--- src/rtl/rom_arb_pkg.sv ---
// rtl/rom_arb_pkg.sv - shared types and constants for the rom32 read arbiter
//
// Purpose : FSM state encoding, requester count and ROM data width used by
//           rom_arb_picker and rom32_arbiter.
// Ports   : none (package).
package rom_arb_pkg;

  localparam int NUM_REQ    = 2;
  localparam int DATA_WIDTH = 32;

  typedef enum logic [1:0] {
    IDLE = 2'd0,
    READ = 2'd1,
    RESP = 2'd2
  } state_e;

endpackage

--- src/rtl/rom_arb_picker.sv ---
// rtl/rom_arb_picker.sv - two-requester winner selection
//
// Purpose : Picks one valid requester. The pointer names the port that wins
//           when both are valid; a lone valid requester always wins.
// Ports   : i_valid [NUM_REQ] - requesters eligible this cycle
//           i_ptr             - preferred port on contention (0 or 1)
//           o_grant [NUM_REQ] - one-hot winner, zero when nobody is valid
module rom_arb_picker
  import rom_arb_pkg::*;
(
  input  logic [NUM_REQ-1:0] i_valid,
  input  logic               i_ptr,
  output logic [NUM_REQ-1:0] o_grant
);

  always_comb begin
    o_grant = '0;
    if (i_ptr) begin
      if (i_valid[1])      o_grant = 2'b10;
      else if (i_valid[0]) o_grant = 2'b01;
    end else begin
      if (i_valid[0])      o_grant = 2'b01;
      else if (i_valid[1]) o_grant = 2'b10;
    end
  end

endmodule

--- src/rtl/rom32_arbiter.sv ---
// rtl/rom32_arbiter.sv - two-port read arbiter in front of a synchronous rom32
//
// Purpose : Serialises reads from two requesters onto one ROM with a
//           1-cycle read latency. One transaction at a time:
//           IDLE (accept) -> READ (ROM data returns) -> RESP (hold until taken).
// Config  : define ROM_ARB_ROUND_ROBIN_EN for round-robin arbitration;
//           otherwise port 0 has fixed priority and no pointer flop exists.
// Ports   : i_clk, i_rst_n       - clock, asynchronous active-low reset
//           i_req_valid[1:0]     - per-port read request
//           o_req_ready[1:0]     - per-port accept (one-hot, IDLE only)
//           i_req_addr0/1        - word address for port 0 / port 1
//           o_rsp_valid[1:0]     - one-hot response valid for the granted port
//           i_rsp_ready[1:0]     - per-port response accept
//           o_rsp_data[31:0]     - response word shared by both ports
//           o_rom_addr           - ROM word address
//           i_rom_data[31:0]     - ROM output, valid the cycle after o_rom_addr
module rom32_arbiter
  import rom_arb_pkg::*;
#(
  parameter  int DEPTH      = 512,
  localparam int ADDR_WIDTH = $clog2(DEPTH)
) (
  input  logic                  i_clk,
  input  logic                  i_rst_n,
  input  logic [NUM_REQ-1:0]    i_req_valid,
  output logic [NUM_REQ-1:0]    o_req_ready,
  input  logic [ADDR_WIDTH-1:0] i_req_addr0,
  input  logic [ADDR_WIDTH-1:0] i_req_addr1,
  output logic [NUM_REQ-1:0]    o_rsp_valid,
  input  logic [NUM_REQ-1:0]    i_rsp_ready,
  output logic [DATA_WIDTH-1:0] o_rsp_data,
  output logic [ADDR_WIDTH-1:0] o_rom_addr,
  input  logic [DATA_WIDTH-1:0] i_rom_data
);

  state_e                state_q, state_d;
  logic                  grant_q, grant_d;
  logic [ADDR_WIDTH-1:0] rom_addr_q, rom_addr_d;
  logic [DATA_WIDTH-1:0] rsp_data_q, rsp_data_d;
  logic [NUM_REQ-1:0]    rsp_valid_q, rsp_valid_d;
  // Holds ready low for the first cycle after reset release.
  logic                  rdy_en_q, rdy_en_d;

  logic [NUM_REQ-1:0]    pick_valid;
  logic [NUM_REQ-1:0]    pick_grant;
  logic                  pick_ptr;
  logic                  hs;
  logic                  win_idx;
  logic [ADDR_WIDTH-1:0] win_addr;

`ifdef ROM_ARB_ROUND_ROBIN_EN
  // Port preferred on the next contention: always the one not granted last.
  logic                  ptr_q, ptr_d;
  assign pick_ptr = ptr_q;
`else
  assign pick_ptr = 1'b0;
`endif

  // Only IDLE offers ready, so the picker sees no requesters elsewhere.
  assign pick_valid = (state_q == IDLE && rdy_en_q) ? i_req_valid : '0;

  rom_arb_picker u_picker (
    .i_valid (pick_valid),
    .i_ptr   (pick_ptr),
    .o_grant (pick_grant)
  );

  assign o_req_ready = pick_grant;
  assign hs          = |pick_grant;
  assign win_idx     = pick_grant[1];
  assign win_addr    = win_idx ? i_req_addr1 : i_req_addr0;

  // The ROM samples the winner's address on the handshake edge itself;
  // otherwise the last issued address is held.
  assign o_rom_addr  = hs ? win_addr : rom_addr_q;
  assign o_rsp_valid = rsp_valid_q;
  assign o_rsp_data  = rsp_data_q;

  always_comb begin
    state_d     = state_q;
    grant_d     = grant_q;
    rom_addr_d  = rom_addr_q;
    rsp_data_d  = rsp_data_q;
    rsp_valid_d = rsp_valid_q;
    rdy_en_d    = 1'b1;
`ifdef ROM_ARB_ROUND_ROBIN_EN
    ptr_d       = ptr_q;
`endif

    case (state_q)
      IDLE: begin
        if (hs) begin
          grant_d    = win_idx;
          rom_addr_d = win_addr;
          state_d    = READ;
`ifdef ROM_ARB_ROUND_ROBIN_EN
          ptr_d      = ~win_idx;
`endif
        end
      end
      READ: begin
        rsp_data_d  = i_rom_data;
        rsp_valid_d = grant_q ? 2'b10 : 2'b01;
        state_d     = RESP;
      end
      RESP: begin
        // Only the granted port's ready can complete the response.
        if (i_rsp_ready[grant_q]) begin
          rsp_valid_d = '0;
          state_d     = IDLE;
        end
      end
      default: begin
        rsp_valid_d = '0;
        state_d     = IDLE;
      end
    endcase
  end

  always_ff @(posedge i_clk or negedge i_rst_n) begin
    if (!i_rst_n) begin
      state_q     <= IDLE;
      grant_q     <= 1'b0;
      rom_addr_q  <= '0;
      rsp_data_q  <= '0;
      rsp_valid_q <= '0;
      rdy_en_q    <= 1'b0;
`ifdef ROM_ARB_ROUND_ROBIN_EN
      ptr_q       <= 1'b0;
`endif
    end else begin
      state_q     <= state_d;
      grant_q     <= grant_d;
      rom_addr_q  <= rom_addr_d;
      rsp_data_q  <= rsp_data_d;
      rsp_valid_q <= rsp_valid_d;
      rdy_en_q    <= rdy_en_d;
`ifdef ROM_ARB_ROUND_ROBIN_EN
      ptr_q       <= ptr_d;
`endif
    end
  end

endmodule

--- config.mk ---
export PLATFORM = sky130hd
export DESIGN_NAME = rom32_arbiter
export DESIGN_NICKNAME = d
export VERILOG_FILES = /design/src/rtl/rom_arb_pkg.sv /design/src/rtl/rom_arb_picker.sv /design/src/rtl/rom32_arbiter.sv
export SDC_FILE = /design/constraint.sdc
export NUM_CORES = 1
export LEC_CHECK = 0
export CAP_MARGIN = 20
export CORE_MARGIN = 8
export CORE_UTILIZATION = 40
export DETAILED_ROUTE_END_ITERATION = 10
export PLACE_DENSITY = 0.78
export SETUP_SLACK_MARGIN = 0.5
export SKIP_LAST_GASP = 1
export SYNTH_ARGS = -nofsm -noshare
export SYNTH_HDL_FRONTEND = slang
export SYNTH_HIERARCHICAL = 1
export SYNTH_SLANG_ARGS = --single-unit
--- constraint.sdc ---
create_clock -name i_clk -period 2.2 [get_ports i_clk]
set_input_delay 0.44 -clock i_clk [delete_from_list [all_inputs] [get_ports i_clk]]
set_output_delay 0.44 -clock i_clk [all_outputs]
set_load 0.01 [all_outputs]
==> impl_results.md, run 1 <==
- Status: complete, but fails checks
- Failing checks: negative setup slack
- DR pass1 iterations: 4
- Die width: 90.2 um
- Clk pin slew, worst setup/hold paths: roughly 90 ps
- Crit-path leading delay family: flip-flops
- Gr usage total: around 16%
- CP max stage cell: dfrtp_1
- Prevailing post-synth register cell: dfrtp_1
- Detailed Route WL: 6370 um
- Netlist cell types: 26
- Wirelength per Cell: around 17 um
- Sequential element share of the synthesized area: a little over half
- CP Max Fanout: 5
- Post-route DRC: 0
- Area contributors post-synth: dfrtp_1, mux2_2, mux2i_1
- PortBufs: 100
- Clock Skew: between 4 and 5 ps
- Ports: 101
- Setup tns final: -1050 ps
- Fillers: roughly 410
- Vias in the first global route: between 2000 and 2500
- Setup CP Type: register to primary output
- Pre-CTS WS: -481 ps
- Worst slew margin: 61.0%
- Final period util: 106%
- Max Slew Vio Count: 0
- Worst setup margin: -141 ps
- Core Util, Final: 69.5%
- CTS tree: built
- Setup crit start kind: register
- Largest net degree at the start of global routing: 34
- HPWL Detailed: approximately 4500 um
- Hold WC Path Type: input port to async pin
- Design Power: between 4000 and 5000 uW
- Req. time, crit path: between 1500 and 2000 ps
- Peak VDD IR: 0.781 mV
- Mapped cell area: between 2000 and 2500 um^2
- Placer Congestion: 0.698
- Share of cells above drive strength 1: around 37%
- Max_cap viols: 0
- Critical Path Max Stage Delay: around 420 ps
- Lkg Pwr: 0.00165 uW
- Yosys reg bits: 47
- Fin nets: 360
- Via count: 1863
- TritonCTS Buffers: 5
- Post-synth ARST share: between 90% and 100%
- Layout area overhead: 70.4%
- Most frequent cells in the layout: clkdlybuf4s50_1, dfrtp_1, mux2_2
- GRT overflow: 0
- H-tree depth: 2
- Syn Inst Count: approximately 180
- Max Buffers Root-to-Sink: 2
- Die Ht: ~90 um
- Worst reg2reg path depth: 9
- Row count: 27
- Commonest non-fill, non-tap cell in the layout: clkdlybuf4s50_1
- Avg Inst Size Synth: 12.3 um^2
- Starting Density: 40.8%
- Full die area: a little over 8000 um^2
- Critical path cell sequence: nor2_4, and3_4, a21boi_4, buf_12, buf_6, mux2i_2, o21ai_2, buf_2
- Core area: between 5000 and 6000 um^2
- TritonCTS Sinks: 47
- Initial antenna violation count: 0
- First-pass GRT wire length: roughly 11000 um
- EDFF count, synth: 0
- Yosys warnings: 6
- Hold Vio Cnt, Final: 0
- RSZ-0062 raised after global routing: yes
- Clock insertion delay at the later pin of the skew report: 290 ps
- Worst-Margin Slew: 585 ps
- Antenna Nets Post-Route: 0
- Max Clk Rate: about 430 MHz
- Setup violators final: 9
- # diodes: 0
- Root buf cell: clkbuf_8
- Levels on crit path: 8
- Post-synth top area share: 53.4%
- Crit path buf inv count: 3
- DR vias/cell: a little under 5
- Initial DRC count: 42
- Crit path capture type: primary output
- CP arrival: around 1900 ps
- Final worst path period need: between 2000 and 2500 ps
- Leading area contributor after synthesis: dfrtp_1
- Pwr dens: 1260 nW/um^2
[worst reg2reg max path, stage by stage, from the launching register on]
cell,delay (ps)
dfrtp_1,420
nor2_4,130
and3_4,190
a21boi_4,200
buf_4,130
buf_4,110
or3b_4,400
buf_6,150
o32ai_2,110
a221o_1,160
[path summary, 6_finish.rpt]
path,startpoint,end,slack [ps]
max reg2reg,state_q[1],rom_addr_q[5],150
min in group i_clk,o_rsp_data[16],o_rsp_data[16],510
max in group asynchronous,i_rst_n,o_rsp_data[15],1530
min reg2reg,o_rsp_data[16],o_rsp_data[16],510
max,state_q[1],o_rom_addr[5],-140
min,i_rst_n,o_rsp_data[18],140
[power by group]
group,internal (uW),switching [uW]
clock network,286,288
logic,1570,1030
registers,1300,270
total,3150,1590
[cell families after synthesis]
family | count (synthesis) | synth area share, %
compound gates | 34 | 12.4
buf+inv | 25 | 5.85
flops | 47 | 53.4
mux | 43 | 21.4
other cells | 2 | 0.341
simple gates | 28 | 6.70
[synth_stat cells (all sizes together) (2+ instances only)]
master / number
buf: 12
nand2b: 10
clkbuf: 2
nor2: 3
inv: 11
o32ai: 9
and3: 2
mux2i: 11
mux2: 32
conb: 2
o21ai: 9
a221o: 9
o2bb2ai: 2
nand2: 9
a21boi: 2
dfrtp: 47
[registers in the layout, summed over array words and instances (netlist names)]
register and cells:
rdy_en_q 1, state_q 2, grant_q 1, o_rsp_valid 2
o_rsp_data 32, rom_addr_q 9
[layer usage]
layer | GRT usage [%] | part of all wire, %
met4 | 4.30 | 0.68
met3 | 9.14 | 12
met1 | 17.2 | 41
met2 | 25.8 | 46
met5 | 0 | 0
[metrics by stage]
stage	hold slack, ps	instance area [um^2]	cells
2_1_floorplan	144	2330	180
3_3_place_gp	463	3420	352
3_5_place_dp	480	3420	352
4_1_cts	146	3690	376
5_1_grt	165	3750	377
6_report	140	3750	377
[final cells by class]
class | count | area (um^2) | share of cell area (%)
inverter | 11 | 41.3 | 1.10
multi-input combinational | 108 | 1050 | 27.9
clock inverter | 1 | 7.51 | 0.200
tap | 72 | 90.1 | 2.40
sequential | 47 | 1180 | 31.3
timing repair buffer | 131 | 1300 | 34.5
clock buffer | 7 | 96.3 | 2.57
[repair_timing]
action / CTS / global route
setup buffers: 14 / 1
gates cloned: 2 / 0
pin swaps: 4 / 0
resized for setup: 68 / 14
endpoints found under the setup margin: 22 / 28
hold buffers: 0 / 0
Note: power is estimated with default switching activity, not from simulation.
==> run 2, diff against run 1 <==
- GPL_TIMING_DRIVEN: unset -> 0
==> run 2 against run 1 <==
- the flow still finishes with violations (negative setup slack)
- worst setup slack got worse by 110 ps
- combinational power rose by 5%
- sequential cell count did not move
- maximum frequency fell by 4.6%
- non-clock buffer count rose by 3
- wire length rose by 5.7%
- utilization rose by 2.0 points
- clock power barely moved
- sequential power barely moved
- critical endpoint is now o_rom_addr[3]
- highest routed layer unchanged
==> impl_results.md, run 2 (synthesized netlist as in run 1, its figures left out) <==
- Worst setup margin: -255 ps
- Max reg flops: 32
- CP Max Fanout: 5
- Hold Path Stages: 1
- Failing checks: negative setup slack
- Die Ht: roughly 90 um
- Pwr dens: 1260 nW/um^2
- Crit-path leading delay family: buffers and inverters
- HPWL Detailed: 4610 um
- # diodes: 0
- Critical path cell sequence: buf_6, nor2_4, and3_4, a21boi_4, buf_6, buf_12, mux2i_4, o21ai_2, buf_2
- Full die area: about 8100 um^2
- DR vias/cell: about 5.0
- DR pass1 iterations: 4
- Layout area overhead: 75.4%
- Setup violators final: 9
- Final period util: 112%
- Ports: roughly 100
- Gr usage total: ~16%
- Peak VDD IR: ~0.77 mV
- Met2 usage: 24.5%
- Max Slew Vio Count: 0
- Final worst path period need: between 2000 and 2500 ps
- Setup CP Type: register to primary output
- Placed cells: between 300 and 400
- Initial DRC count: 69
- Max Buffers Root-to-Sink: 2
- Setup crit start kind: register
- Met1 Use GR: between 15 and 20%
- First-pass GRT wire length: approximately 11000 um
- Most frequent cells in the layout: clkdlybuf4s50_1, dfrtp_1, mux2_2
- Vias in the first global route: roughly 2100
- Hold WC Path Type: register to register
- RSZ-0062 raised after global routing: yes
- Clock insertion delay at the later pin of the skew report: around 300 ps
- Critical Path Max Stage Delay: about 380 ps
- Core area: 5410 um^2
- Detailed Route WL: around 6700 um
- Crit path capture type: primary output
- CP arrival: about 2000 ps
- Placer Congestion: roughly 0.77
- GRT overflow: 0
- Max Clk Rate: 407 MHz
- Status: complete, but fails checks
- Hold Vio Cnt, Final: 0
- Max_cap viols: 0
- Root buf cell: clkbuf_8
- Worst reg2reg path depth: 10
- Wirelength per Cell: around 18 um
- Setup tns final: -2090 ps
- Post-route DRC: 0
- Clk pin slew, worst setup/hold paths: approximately 80 ps
- Initial antenna violation count: 0
- Commonest non-fill, non-tap cell in the layout: clkdlybuf4s50_1
- CP max stage cell: dfrtp_1
- Most Crowded Layer GR: met2
- Die width: about 90 um
- CP dominant cell by count: buf_6
- Antenna Nets Post-Route: 0
- Met3 GRT Util: around a tenth
- Crit path buf inv count: 4
- Lkg Pwr: 0.00173 uW
- Fin nets: between 300 and 400
- PortBufs: 100
- Row count: 27
- Share of cells above drive strength 1: about two fifths
- Req. time, crit path: about 1800 ps
- CTS tree: built
- Clock Skew: about 8.5 ps
- TritonCTS Buffers: 5
- Levels on crit path: 9
- TritonCTS Sinks: 47
- H-tree depth: 2
- Largest net degree at the start of global routing: 40
- Layout Cells excl Fill: 380
- Starting Density: between 40% and 50%
- Via count: approximately 1900
==> run 2: changes by cell type in the layout (fill, tap and decap cells not counted), sizes merged <==
cell           delta
dlygate4sd3       +1
clkdlybuf4s50     -4
buf               -2
dlygate4sd2       -2
clkdlybuf4s15     +1
clkbuf            +3
dlymetal6s2s      +6
==> run 2: final timing paths <==
kind,startpoint,slack [ps],to
min in group asynchronous,i_rst_n,520,o_rsp_data[21]
hold / removal,o_rsp_data[27],510,o_rsp_data[27]
setup / recovery,state_q[0],-260,o_rom_addr[3]
setup reg to reg,state_q[0],90,rom_addr_q[7]
max in group asynchronous,i_rst_n,1190,state_q[1]
hold reg to reg,o_rsp_data[27],510,o_rsp_data[27]
==> run 2: repair_timing <==
action,4_1_cts,5_1_grt
cloned,1,2
endpoints found under the setup margin,22,34
hold endpoints to repair,8,0
resized for setup,60,34
hold buffers,1,0
pin swaps,4,4
setup buffers,10,5
==> run 2: metrics by stage <==
| stage | hold slack, ps | instance area [um^2] | worst slack (ps) | util, % | total power, uW |
|---|---|---|---|---|---|
| floorplan | 144 | 2330 | 182 | - | 2860 |
| global placement | 487 | 3420 | -693 | 63.3 | 4030 |
| detailed placement | 309 | 3440 | -735 | 63.6 | 4100 |
| CTS | 507 | 3650 | -228 | 67.5 | 4730 |
| global route | 518 | 3860 | -365 | 71.5 | 5170 |
| finish | 507 | 3860 | -255 | 71.5 | 4850 |
==> run 2: power by group <==
part	internal, uW	total (uW)	switching, uW	leakage [uW]
registers	1300	1550	251	0.000543
clock network	286	575	289	0.0000505
logic	1640	2730	1090	0.00113
==> run 2: layout make-up <==
type / instances / area [um^2]
Buffer: 14 / 159
Clock buffer: 7 / 96.3
Clock inverter: 1 / 7.51
Fill cell: 384 / 1540
Inverter: 11 / 41.3
Multi-Input combinational cell: 108 / 1090
Sequential cell: 47 / 1180
Tap cell: 72 / 90.1
Timing Repair Buffer: 120 / 1200
==> run 2: routing by layer <==
layer / up-vias / share of wire [%]
met2: 91 / 47
met1: 914 / 39
met5: - / 0
li1: 892 / -
met3: 6 / 14
met4: 0 / 1.1
==> run 3, diff against run 2 <==
- GPL_ROUTABILITY_DRIVEN: unset -> 0
- RECOVER_POWER: unset -> 100
==> run 3 against run 2 <==
- the flow still finishes with violations (negative setup slack)
- critical path depth did not move
- wire length fell by 0.27%
- clock power hardly changed
- non-clock buffer count is the same
- worst setup slack got worse by 7.5 ps
- combinational power shrank 7%
- critical path type unchanged
==> impl_results.md, run 3 (synthesized netlist as in run 1, its figures left out) <==
- Status: complete, but fails checks
- Failing checks: negative setup slack
- Worst-Margin Slew: between 900 and 1000 ps
- RSZ-0062 raised after global routing: yes
- Setup violators final: 9
- Setup CP Type: register to primary output
- Hold WC Path Type: register to register
- Antenna Nets Post-Route: 0
- Root buf cell: clkbuf_8
- Ports: about 100
- PortBufs: 100
- Detailed Route WL: 6720 um
- Wirelength per Cell: ~18 um
- Worst slew margin: 34.4%
- Max Clk Rate: a little over 400 MHz
- Pwr dens: about 1200 nW/um^2
- Max Buffers Root-to-Sink: 2
- TritonCTS Sinks: 47
- Starting Density: about 41%
- DP Area: 3440 um^2
- Post-route DRC: 0
- Die Ht: approximately 90 um
- Lkg Pwr: ~0.0016 uW
- Layout area overhead: 70.1%
- Gr usage total: about 16%
- HPWL Detailed: between 4000 and 5000 um
- Setup crit start kind: register
- Vias in the first global route: ~2100
- Full die area: roughly 8100 um^2
- H-tree depth: 2
- Max reg flops: 32
- Core area: around 5400 um^2
- Via count: ~1900
- Max Slew Vio Count: 0
- GRT overflow: 0
- Commonest non-fill, non-tap cell in the layout: clkdlybuf4s50_1
- Initial antenna violation count: 0
- CP Max Fanout: 5
- Die width: between 90 and 100 um
- Clock Skew: 8.07 ps
- Min Hold Slack: about 500 ps
- Worst setup margin: -263 ps
- Max_cap viols: 0
- CP arrival: 2020 ps
- First-pass GRT wire length: ~11000 um
- DR pass1 iterations: 4
- Clk pin slew, worst setup/hold paths: about 80 ps
- Most frequent cells in the layout: clkdlybuf4s50_1, dfrtp_1, mux2_2
- Final worst path period need: 2460 ps
- CTS tree: built
- Row count: 27
- Req. time, crit path: approximately 1800 ps
- TritonCTS Buffers: 5
- Final period util: 112%
- # diodes: 0
- Fin nets: ~360
- Largest net degree at the start of global routing: 40
- Crit path capture type: primary output
- Post-route cell area: approximately 3700 um^2
- Clock insertion delay at the later pin of the skew report: roughly 300 ps
- Peak VDD IR: between 0.7 and 0.8 mV
- DR vias/cell: about 5
- Hold Vio Cnt, Final: 0
- Initial DRC count: between 60 and 70
- Share of cells above drive strength 1: 38.3%
-- run 3: timing repair --
item | CTS | global route
setup endpoints to repair | 22 | 34
hold endpoints to repair | 8 | 0
gates cloned | 1 | 2
pin swaps | 4 | 4
buffers inserted | 10 | 5
resized for setup | 60 | 34
hold buffers | 1 | 0
-- run 3: cell type report --
class | count | area (um^2)
timing repair buffer | 120 | 1090
clock inverter | 1 | 7.51
sequential | 47 | 1180
inverter | 11 | 41.3
tap | 72 | 90.1
clock buffer | 7 | 96.3
fill | 409 | 1660
buffer | 14 | 150
multi-input combinational | 108 | 1090
-- run 3: worst max-delay path: stages, from the launching register on --
cell	delay (ps)
dfrtp_1	380
buf_6	120
nor2_4	90
and3_4	200
a21boi_4	210
buf_6	150
buf_12	120
mux2i_4	240
o21ai_2	80
buf_2	140
-- run 3: worst paths after layout --
| kind | from | end | cells after the start | slack [ps] |
|---|---|---|---|---|
| min | o_rsp_data[27] | o_rsp_data[27] | 1 | 500 |
| max | state_q[0] | o_rom_addr[3] | 9 | -260 |
| min in group asynchronous | i_rst_n | o_rsp_data[21] | 2 | 590 |
| max reg2reg | state_q[0] | rom_addr_q[2] | 10 | 80 |
| max in group asynchronous | i_rst_n | state_q[1] | 3 | 230 |
| min reg2reg | o_rsp_data[27] | o_rsp_data[27] | 1 | 500 |
-- run 3: per-layer routing --
| layer | part of all wire, % | track usage (%) | vias up |
|---|---|---|---|
| li1 | - | - | 896 |
| met1 | 38 | 17.6 | 912 |
| met2 | 47 | 24.5 | 98 |
| met3 | 14 | 10.3 | 6 |
| met4 | 1.1 | 4.85 | 0 |
| met5 | 0 | 0 | - |
-- run 3: power by group --
group / internal [uW] / leakage (uW) / switching (uW)
clock network: 286 / 0.0000505 / 289
registers: 1300 / 0.000543 / 246
logic: 1450 / 0.000990 / 1080
total: 3040 / 0.00158 / 1620
-- run 3: metrics by stage --
step	total power [uW]	setup TNS [ps]	utilization, %	cells	setup slack, ps
3_3_place_gp	4030	-39080	63.3	352	-693
5_1_grt	4980	-3270	69.4	380	-365
6_report	4660	-2130	69.4	380	-263
4_1_cts	4730	-1910	67.5	373	-228
3_5_place_dp	4100	-7780	63.6	353	-735
2_1_floorplan	2860	0	-	180	182
